<file path="src/rtl/ula_seq.sv">
// ula_seq: sequential arithmetic/logic unit with a three-state control FSM.
//   Single-cycle ops (add, sub, AND, OR, XOR, div-by-zero, illegal op) finish
//   on the accepting edge. Multiply (shift-add) and divide (restoring) run for
//   WIDTH cycles, one step per cycle, with busy high.
// Ports:
//   clk      - system clock, rising edge
//   rst      - asynchronous active-high reset
//   start    - operation request, accepted only in IDLE
//   a, b     - unsigned operands, WIDTH bits
//   op       - operation select (4 bits)
//   busy     - multi-cycle operation in progress (RUN state)
//   done     - one-cycle pulse, result valid
//   out_ula  - registered result, 2*WIDTH bits
//   sinal    - subtraction-negative flag
//   err      - divide-by-zero or illegal-op flag
module ula_seq #(
   parameter int unsigned WIDTH = 4
) (
   input  logic               clk,
   input  logic               rst,
   input  logic               start,
   input  logic [WIDTH-1:0]   a,
   input  logic [WIDTH-1:0]   b,
   input  logic [3:0]         op,
   output logic               busy,
   output logic               done,
   output logic [2*WIDTH-1:0] out_ula,
   output logic               sinal,
   output logic               err
);

   localparam int unsigned OW = 2 * WIDTH;
   localparam int unsigned CW = $clog2(WIDTH + 1);

   localparam logic [3:0] OP_ADD = 4'b0001;
   localparam logic [3:0] OP_SUB = 4'b0010;
   localparam logic [3:0] OP_MUL = 4'b0011;
   localparam logic [3:0] OP_AND = 4'b0100;
   localparam logic [3:0] OP_OR  = 4'b0101;
   localparam logic [3:0] OP_XOR = 4'b0110;
   localparam logic [3:0] OP_DIV = 4'b0111;

   typedef enum logic [1:0] {
      S_IDLE = 2'd0,
      S_RUN  = 2'd1,
      S_DONE = 2'd2
   } state_t;

   state_t            state_q, state_d;
   logic [CW-1:0]     cnt_q,   cnt_d;
   logic [WIDTH-1:0]  a_q,     a_d;
   logic [WIDTH-1:0]  b_q,     b_d;
   logic [3:0]        op_q,    op_d;
   logic [OW-1:0]     acc_q,   acc_d;
   logic [OW-1:0]     out_q,   out_d;
   logic              sinal_q, sinal_d;
   logic              err_q,   err_d;
   logic              busy_q,  busy_d;
   logic              done_q,  done_d;

   // Iteration datapath; acc holds {upper half, lower half} for both algorithms.
   logic [WIDTH:0]    mul_sum_c;
   logic [OW-1:0]     mul_step_c;
   logic [WIDTH:0]    div_trial_c;
   logic              div_fit_c;
   logic [WIDTH-1:0]  div_rem_c;
   logic [OW-1:0]     div_step_c;
   logic [OW-1:0]     step_c;
   logic [WIDTH-1:0]  sub_diff_c;

   // Shift-add multiply: acc = {partial, multiplier}; add multiplicand when the
   // multiplier LSB is set, then shift the whole register right by one.
   always_comb begin
      mul_sum_c  = {1'b0, acc_q[OW-1:WIDTH]} + (acc_q[0] ? {1'b0, a_q} : '0);
      mul_step_c = {mul_sum_c, acc_q[WIDTH-1:1]};
   end

   // Restoring divide: acc = {remainder, dividend/quotient}; shift one dividend
   // bit into the remainder, subtract the divisor when it fits.
   always_comb begin
      div_trial_c = {acc_q[OW-1:WIDTH], acc_q[WIDTH-1]};
      div_fit_c   = (div_trial_c >= {1'b0, b_q});
      div_rem_c   = div_fit_c ? WIDTH'(div_trial_c - {1'b0, b_q})
                              : WIDTH'(div_trial_c);
      div_step_c  = {div_rem_c, acc_q[WIDTH-2:0], div_fit_c};
   end

   always_comb begin
      step_c = (op_q == OP_MUL) ? mul_step_c : div_step_c;
   end

   // Absolute difference for sub.
   always_comb begin
      sub_diff_c = (a >= b) ? (a - b) : (b - a);
   end

   // Next-state and datapath control.
   always_comb begin
      state_d = state_q;
      cnt_d   = cnt_q;
      a_d     = a_q;
      b_d     = b_q;
      op_d    = op_q;
      acc_d   = acc_q;
      out_d   = out_q;
      sinal_d = sinal_q;
      err_d   = err_q;

      case (state_q)
         S_IDLE: begin
            if (start) begin
               a_d  = a;
               b_d  = b;
               op_d = op;
               if (op == OP_MUL) begin
                  acc_d   = OW'(b);
                  cnt_d   = CW'(WIDTH);
                  state_d = S_RUN;
               end else if (op == OP_DIV && b != '0) begin
                  acc_d   = OW'(a);
                  cnt_d   = CW'(WIDTH);
                  state_d = S_RUN;
               end else begin
                  // Everything else completes on the accepting edge.
                  state_d = S_DONE;
                  sinal_d = 1'b0;
                  err_d   = 1'b0;
                  case (op)
                     OP_ADD: out_d = OW'(a) + OW'(b);
                     OP_SUB: begin
                        out_d   = OW'(sub_diff_c);
                        sinal_d = (a < b);
                     end
                     OP_AND: out_d = OW'(a & b);
                     OP_OR:  out_d = OW'(a | b);
                     OP_XOR: out_d = OW'(a ^ b);
                     OP_DIV: begin
                        // Divide by zero: quotient all ones, remainder = a.
                        out_d = {a, {WIDTH{1'b1}}};
                        err_d = 1'b1;
                     end
                     default: begin
                        out_d = '0;
                        err_d = 1'b1;
                     end
                  endcase
               end
            end
         end

         S_RUN: begin
            acc_d = step_c;
            cnt_d = cnt_q - CW'(1);
            // Last iteration: publish the result on this edge.
            if (cnt_q == CW'(1)) begin
               state_d = S_DONE;
               out_d   = step_c;
               sinal_d = 1'b0;
               err_d   = 1'b0;
            end
         end

         S_DONE: begin
            state_d = S_IDLE;
         end

         default: begin
            state_d = S_IDLE;
         end
      endcase

      busy_d = (state_d == S_RUN);
      done_d = (state_d == S_DONE);
   end

   // State and datapath registers.
   always_ff @(posedge clk or posedge rst) begin
      if (rst) begin
         state_q <= S_IDLE;
         cnt_q   <= '0;
         a_q     <= '0;
         b_q     <= '0;
         op_q    <= '0;
         acc_q   <= '0;
         out_q   <= '0;
         sinal_q <= 1'b0;
         err_q   <= 1'b0;
         busy_q  <= 1'b0;
         done_q  <= 1'b0;
      end else begin
         state_q <= state_d;
         cnt_q   <= cnt_d;
         a_q     <= a_d;
         b_q     <= b_d;
         op_q    <= op_d;
         acc_q   <= acc_d;
         out_q   <= out_d;
         sinal_q <= sinal_d;
         err_q   <= err_d;
         busy_q  <= busy_d;
         done_q  <= done_d;
      end
   end

   assign busy    = busy_q;
   assign done    = done_q;
   assign out_ula = out_q;
   assign sinal   = sinal_q;
   assign err     = err_q;

endmodule

</file>
<file path="config.mk">
export PLATFORM = sky130hd
export DESIGN_NAME = ula_seq
export DESIGN_NICKNAME = d
export VERILOG_FILES = /design/src/rtl/ula_seq.sv
export SDC_FILE = /design/constraint.sdc
export NUM_CORES = 1
export LEC_CHECK = 0
export ABC_AREA = 0
export CAP_MARGIN = 20
export CORE_ASPECT_RATIO = 1.1
export CORE_MARGIN = 10
export CORE_UTILIZATION = 30
export DETAILED_ROUTE_END_ITERATION = 7
export HOLD_SLACK_MARGIN = 0.08
export SLEW_MARGIN = 0
export SYNTH_ARGS = -nofsm -noshare
export SYNTH_HDL_FRONTEND = slang
export SYNTH_SLANG_ARGS = --single-unit
</file>
<file path="constraint.sdc">
create_clock -name clk -period 2.4 [get_ports clk]
set_input_delay 0.48 -clock clk [delete_from_list [all_inputs] [get_ports clk]]
set_output_delay 0.48 -clock clk [all_outputs]
set_load 0.02 [all_outputs]
</file>
## Word-level counts from Yosys, hierarchy flattened

Index checks and enable logic that the tools add are counted.
W data, S select, Z words.

| word-level totals | value |
|---|---|
| register bits after elaboration | 37 |
| bits of input ports | 15 |
| output and inout port bits | 12 |
| word-level logic and storage cells | 82 |

| cells by class | value |
|---|---|
| add/sub/neg operators | 6 |
| magnitude comparators | 3 |
| equality and inequality tests | 17 |
| multiplexer cells | 34 |
| bitwise logic cells | 3 |
| reduce and logical (&&, ||, !) cells | 8 |

Operators with widths:

| kind | count |
|---|---|
| $mux W8 | 8 |
| $pmux W8 S6 | 1 |
| $pmux W8 S2 | 2 |
| $eq A4 B3 Y1 const B | 4 |
| $eq A4 B2 Y1 const B | 3 |
| $mux W4 | 3 |
| $sub A4 B4 Y4 | 3 |
| $add A4 B4 Y5 | 2 |
| $mux W1 | 9 |
| $mux W3 | 3 |
| $mux W2 | 4 |
| $ne A2 B2 Y1 const B | 4 |
| $pmux W3 S2 | 1 |
| $ge A5 B4 Y1 | 1 |
| $reduce_and A5 Y1 | 1 |
| $reduce_or A5 Y1 | 1 |
| $and A4 B4 Y4 | 1 |
| $eq A2 B1 Y1 const B | 2 |
| $eq A4 B1 Y1 const B | 1 |
| $ge A4 B4 Y1 | 1 |
| $lt A4 B4 Y1 | 1 |
| $or A4 B4 Y4 | 1 |
| $pmux W1 S2 | 2 |
| $pmux W2 S2 | 1 |
| 11 further kinds | 11 |

## Depth between registers and ports, before layout

| depth | value |
|---|---|
| depth after elaboration | 7 |
| mapped depth | 9 |
| gate-level depth less buffers | 9 |

## Least setup slack after synthesis

No wires, ideal clock.

| timing | value |
|---|---|
| kind | input to register |
| from | in a[0] |
| to | reg out_q[1] (netlist: out_ula[1]) |
| library setup time | 130 ps |
| arrival | 2,131 ps |
| required time | 2,270 ps |
| path slack | 139 ps |
| cell stages on the path | 9 |
| buffers on the path | 0 |
| cells stage by stage | inv_1 ha_1 inv_1 fa_1 nor2b_1 o21a_1 o311a_1 o31ai_1 a31oi_1 |

| on the way | value |
|---|---|
| cells in the longest elaborated chain, start to end | 7 |
| elaborated cells on any way between the ends | 10 |
| those cells by class | add/sub (3); order compare (1); mux (6) |

Ends and longest elaborated chain:

| item | line | source |
|---|---|---|
| start, declared | 22 | `input logic [WIDTH-1:0] a,` |
| $sub A4 B4 Y4 / $ge A4 B4 Y1 (equally long branches) | 94 | `sub_diff_c = (a >= b) ? (a - b) : (b - a);` |
| $mux W4 | 94 |  |
| $pmux W8 S6 * | 128 | `case (op)` |
| $mux W8 * | 119 | `end else if (op == OP_DIV && b != '0) begin` |
| $mux W8 * | 115 | `if (op == OP_MUL) begin` |
| $mux W8 * | 111 | `if (start) begin` |
| $pmux W8 S2 * | 109 | `case (state_q)` |
| end signal, assigned | 197 | `out_q <= out_d;` |
| end, declared | 55 | `logic [OW-1:0] out_q, out_d;` |

Mark *: on every way between the ends. The rest lies on a longest branch, timed or not. The select of a mux whose other input is x is not followed.
A chain may end at the register's enable or synchronous reset.

## Worst setup path in the final report

| timing | value |
|---|---|
| from | in a[3] |
| to | reg out_q[3] (netlist: out_ula[3]) |

The elaborated chain is that of the path after synthesis.

==> impl_metrics.py <==
metrics = {
    "cells_and_area": {
        "ff_latch_area_um2": 926,
        "multi_input_area_mm2": 0.00196,
        "final_area_mm2": 0.00403,
        "area_growth_pct": 37.5,
        "drive_above_1_share": 0.267,
        "final_cells": 536,
        "n_antenna_cell": 0,
        "nets": 463,
        "fill_cells": 972,
    },
    "grt": {
        "grt.total_usage": 0.129,
        "antenna_found_initial": 0,
        "grt_max_degree": 38,
        "grt_first_pass_wirelength_um": 14700,
        "overflow": 0,
        "grt_pass1_vias": 2976,
    },
    "yosys": {
        "postSynthAreaPerCell_um2": 8.78,
        "synthTopCellsByCount": "nand2_1 (39), dfrtp_1 (37), inv_1 (30), o21ai_0 (26), ha_1 (25)",
        "synth-edff-count": 0,
        "synth_fp_nets": 379,
        "synth_top_cell_area_share": 0.316,
        "synth_top_area_cell": "dfrtp_1",
        "yosys-top-cells-area": "dfrtp_1 (32%), ha_1 (11%), nand2_1 (5.0%), o21ai_0 (4.4%), inv_1 (3.8%)",
        "yosysMostFrequentCell": "nand2_1",
        "synth-seq-cells": 37,
        "ys_warn_count": 0,
        "async_flop_share": 1.00,
        "yosysSeqAreaShare": 0.316,
        "netlist_area_mm2": 0.00293,
        "ys.flop_type": "dfrtp_1",
        "synth_cell_types": 62,
        "syn_inst": 334,
    },
    "power": {
        "power_mw": 3.25,
        "pwr-share-clk": 0.173,
        "p_switching_mw": 1.27,
        "power.internal_mw": 1.98,
        "p_seq_frac": 0.306,
        "combPwrFrac": 0.520,
        "p_per_area_mw_per_mm2": 806,
        "swShare": 0.391,
        "power.leakage_nw": 1.84,
        "irDropWorstVdd_v": 0.000290,
    },
    "worst_setup_path": {
        "worst_setup_path_start_kind": "input pin",
        "worst_path_dominant_cell_family": "simple AND/OR/NAND/NOR gates",
        "crit_chain": "clkdlybuf4s50_1 -> inv_1 -> ha_1 -> or4_4 -> nand2_2 -> nor4_4 -> a2111oi_2 -> a21oi_1",
        "crit_path_end_kind": "register",
        "arrival_ps": 2530,
        "critical_path_class": "in -> reg",
        "crit_buf_inv": 2,
        "worstPathRequired_ps": 2560,
        "cp_slowest_cell": "or4_4",
        "max_stage_delay_ps": 510,
        "cp_max_fo": 2,
    },
    "clock_tree": {
        "postCtsHoldBufs": 0,
        "clk_pin_slew_ps": 70,
        "cts_max_level": 2,
        "cts_num_sinks": 37,
        "cts_tree": "yes",
        "cts_buffers": 5,
        "clock_latency_ps": 290,
        "clk_path_buf_depth": 2,
        "cts-root-buf": "clkbuf_8",
    },
    "floorplanning": {
        "ios": 27,
        "fp.dieW_um": 114,
        "die_h_um": 124,
        "design.core.area_mm2": 0.00944,
        "initial_core_util": 0.310,
        "die_area_mm2": 0.0141,
        "rows": 37,
    },
    "sta": {
        "setup_viol": 0,
        "fin_ws_ps": 31.0,
        "hold_viol": 0,
        "maxSlewHeadroom": 0.666,
        "worstMarginPinSlew_ps": 501,
        "maxSlewViolCount": 0,
        "period_needed_ps": 2370,
        "fmax_mhz": 422,
        "fin_crit_sh": 0.987,
        "fin_skew_ps": 4.62,
        "hold_ws_ps": 482,
    },
    "routing": {
        "vias_per_cell": 5.19,
        "drt_iter0_markers": 92,
        "wl_per_cell_um": 16.9,
        "antenna_left": 0,
        "dr.pass1.iters": 4,
        "routed_wl_um": 9040,
        "num_vias": 2783,
        "drcViolationCount": 0,
    },
    "placed_design": {
        "dpl.hpwl_um": 7110,
        "dpl-instance-area_mm2": 0.00375,
        "place_inst": 527,
        "routabilityCongestion": 0.934,
        "dpl_worst_slack_ps": -470,
        "io_buffers": 26,
    },
    "run": {
        "max_cap_violations": 0,
    },
    "hold_path": {
        "hold_path_class": "reg -> reg",
    },
    "status": {
        "status": "complete, no violations",
    },
}
## power groups by stage
stage          registers, mW  clock network, mW  logic, mW
2_1_floorplan           1.07                  0      0.914
3_3_place_gp            1.00                  0       1.58
3_5_place_dp            1.01                  0       1.61
4_1_cts                 1.00              0.580       1.63
5_1_grt                 1.03              0.600       1.88
6_report               0.996              0.563       1.69
## path summary, 6_finish.rpt
kind	depth (start not counted)	slack, ps	start	to
max reg2reg	8	140	acc_q[3]	out_ula[6]
min	2	480	a_q[2]	a_q[2]
max	8	30	a[3]	out_ula[3]
min reg2reg	2	480	a_q[2]	a_q[2]
min in group asynchronous	3	600	rst	cnt_q[0]
max in group asynchronous	3	1460	rst	out_ula[3]
## stage by stage
step / TNS, ps / utilization
floorplan: 0 / -
global placement: -1920 / 0.397
detailed placement: -2310 / 0.397
CTS: 0 / 0.414
global route: -71.2 / 0.427
finish: 0 / 0.427
## tightest hold or removal path, delay by kind of cell (launching register included)
family           cells  cell delay (ps)
AO/OA/AOI/OAI        1               60
flip-flops           1              340
AND/OR/NAND/NOR      1               40
## state kept, by name, summed over array words and instances (netlist names)
signal   count
b_q          4
op_q         4
out_ula      8
err          1
sinal        1
acc_q        8
state_q      2
busy         1
a_q          4
done         1
cnt_q        3
## final cells by class
type / count / area share
sequential: 37 / 0.230
multi-input combinational: 251 / 0.487
clock inverter: 1 / 0.00745
clock buffer: 7 / 0.0214
inverter: 31 / 0.0289
tap: 117 / 0.0363
timing repair buffer: 92 / 0.189
## cell usage in the layout (no fill, tap or decap), drive strengths merged, types with 5 or more instances in the layout
| cell type | count |
|---|---|
| a2111oi | 5 |
| a21o | 7 |
| a21oi | 13 |
| a31oi | 7 |
| buf | 66 |
| clkbuf | 7 |
| clkdlybuf4s50 | 21 |
| dfrtp | 37 |
| fa | 5 |
| ha | 25 |
| inv | 30 |
| mux2 | 6 |
| mux2i | 5 |
| nand2 | 39 |
| nand2b | 7 |
| nand3 | 5 |
| nor2 | 22 |
| nor2b | 7 |
| nor3 | 7 |
| nor4 | 5 |
| o21ai | 27 |
## what timing repair did
item / 4_1_cts / 5_1_grt
resized for setup: 16 / 25
buffers inserted: 0 / 1
setup endpoints to repair: 3 / 6
pin swaps: 6 / 13
## metal layers
metal / GRT usage / up-vias / wire [um]
met5: 0 / - / 0
met4: 0.0666 / 0 / 375
met3: 0.0159 / 21 / 269
met2: 0.242 / 62 / 4860
met1: 0.138 / 1340 / 3540
li1: - / 1360 / -
## cell families (layout without fill, tap and decap cells)
kind of cell / Yosys count / after routing / share of synthesized area
AOI/OAI and AO/OA: 96 / 96 / 0.231
xor gates and xnor gates: 2 / 2 / 0.00598
adders and majority gates: 30 / 30 / 0.141
buffers and inverters: 46 / 131 / 0.0657
DFF: 37 / 37 / 0.316
muxes: 11 / 11 / 0.0401
and+or+nand+nor: 112 / 112 / 0.201
Power figures use the tool's default switching activity.
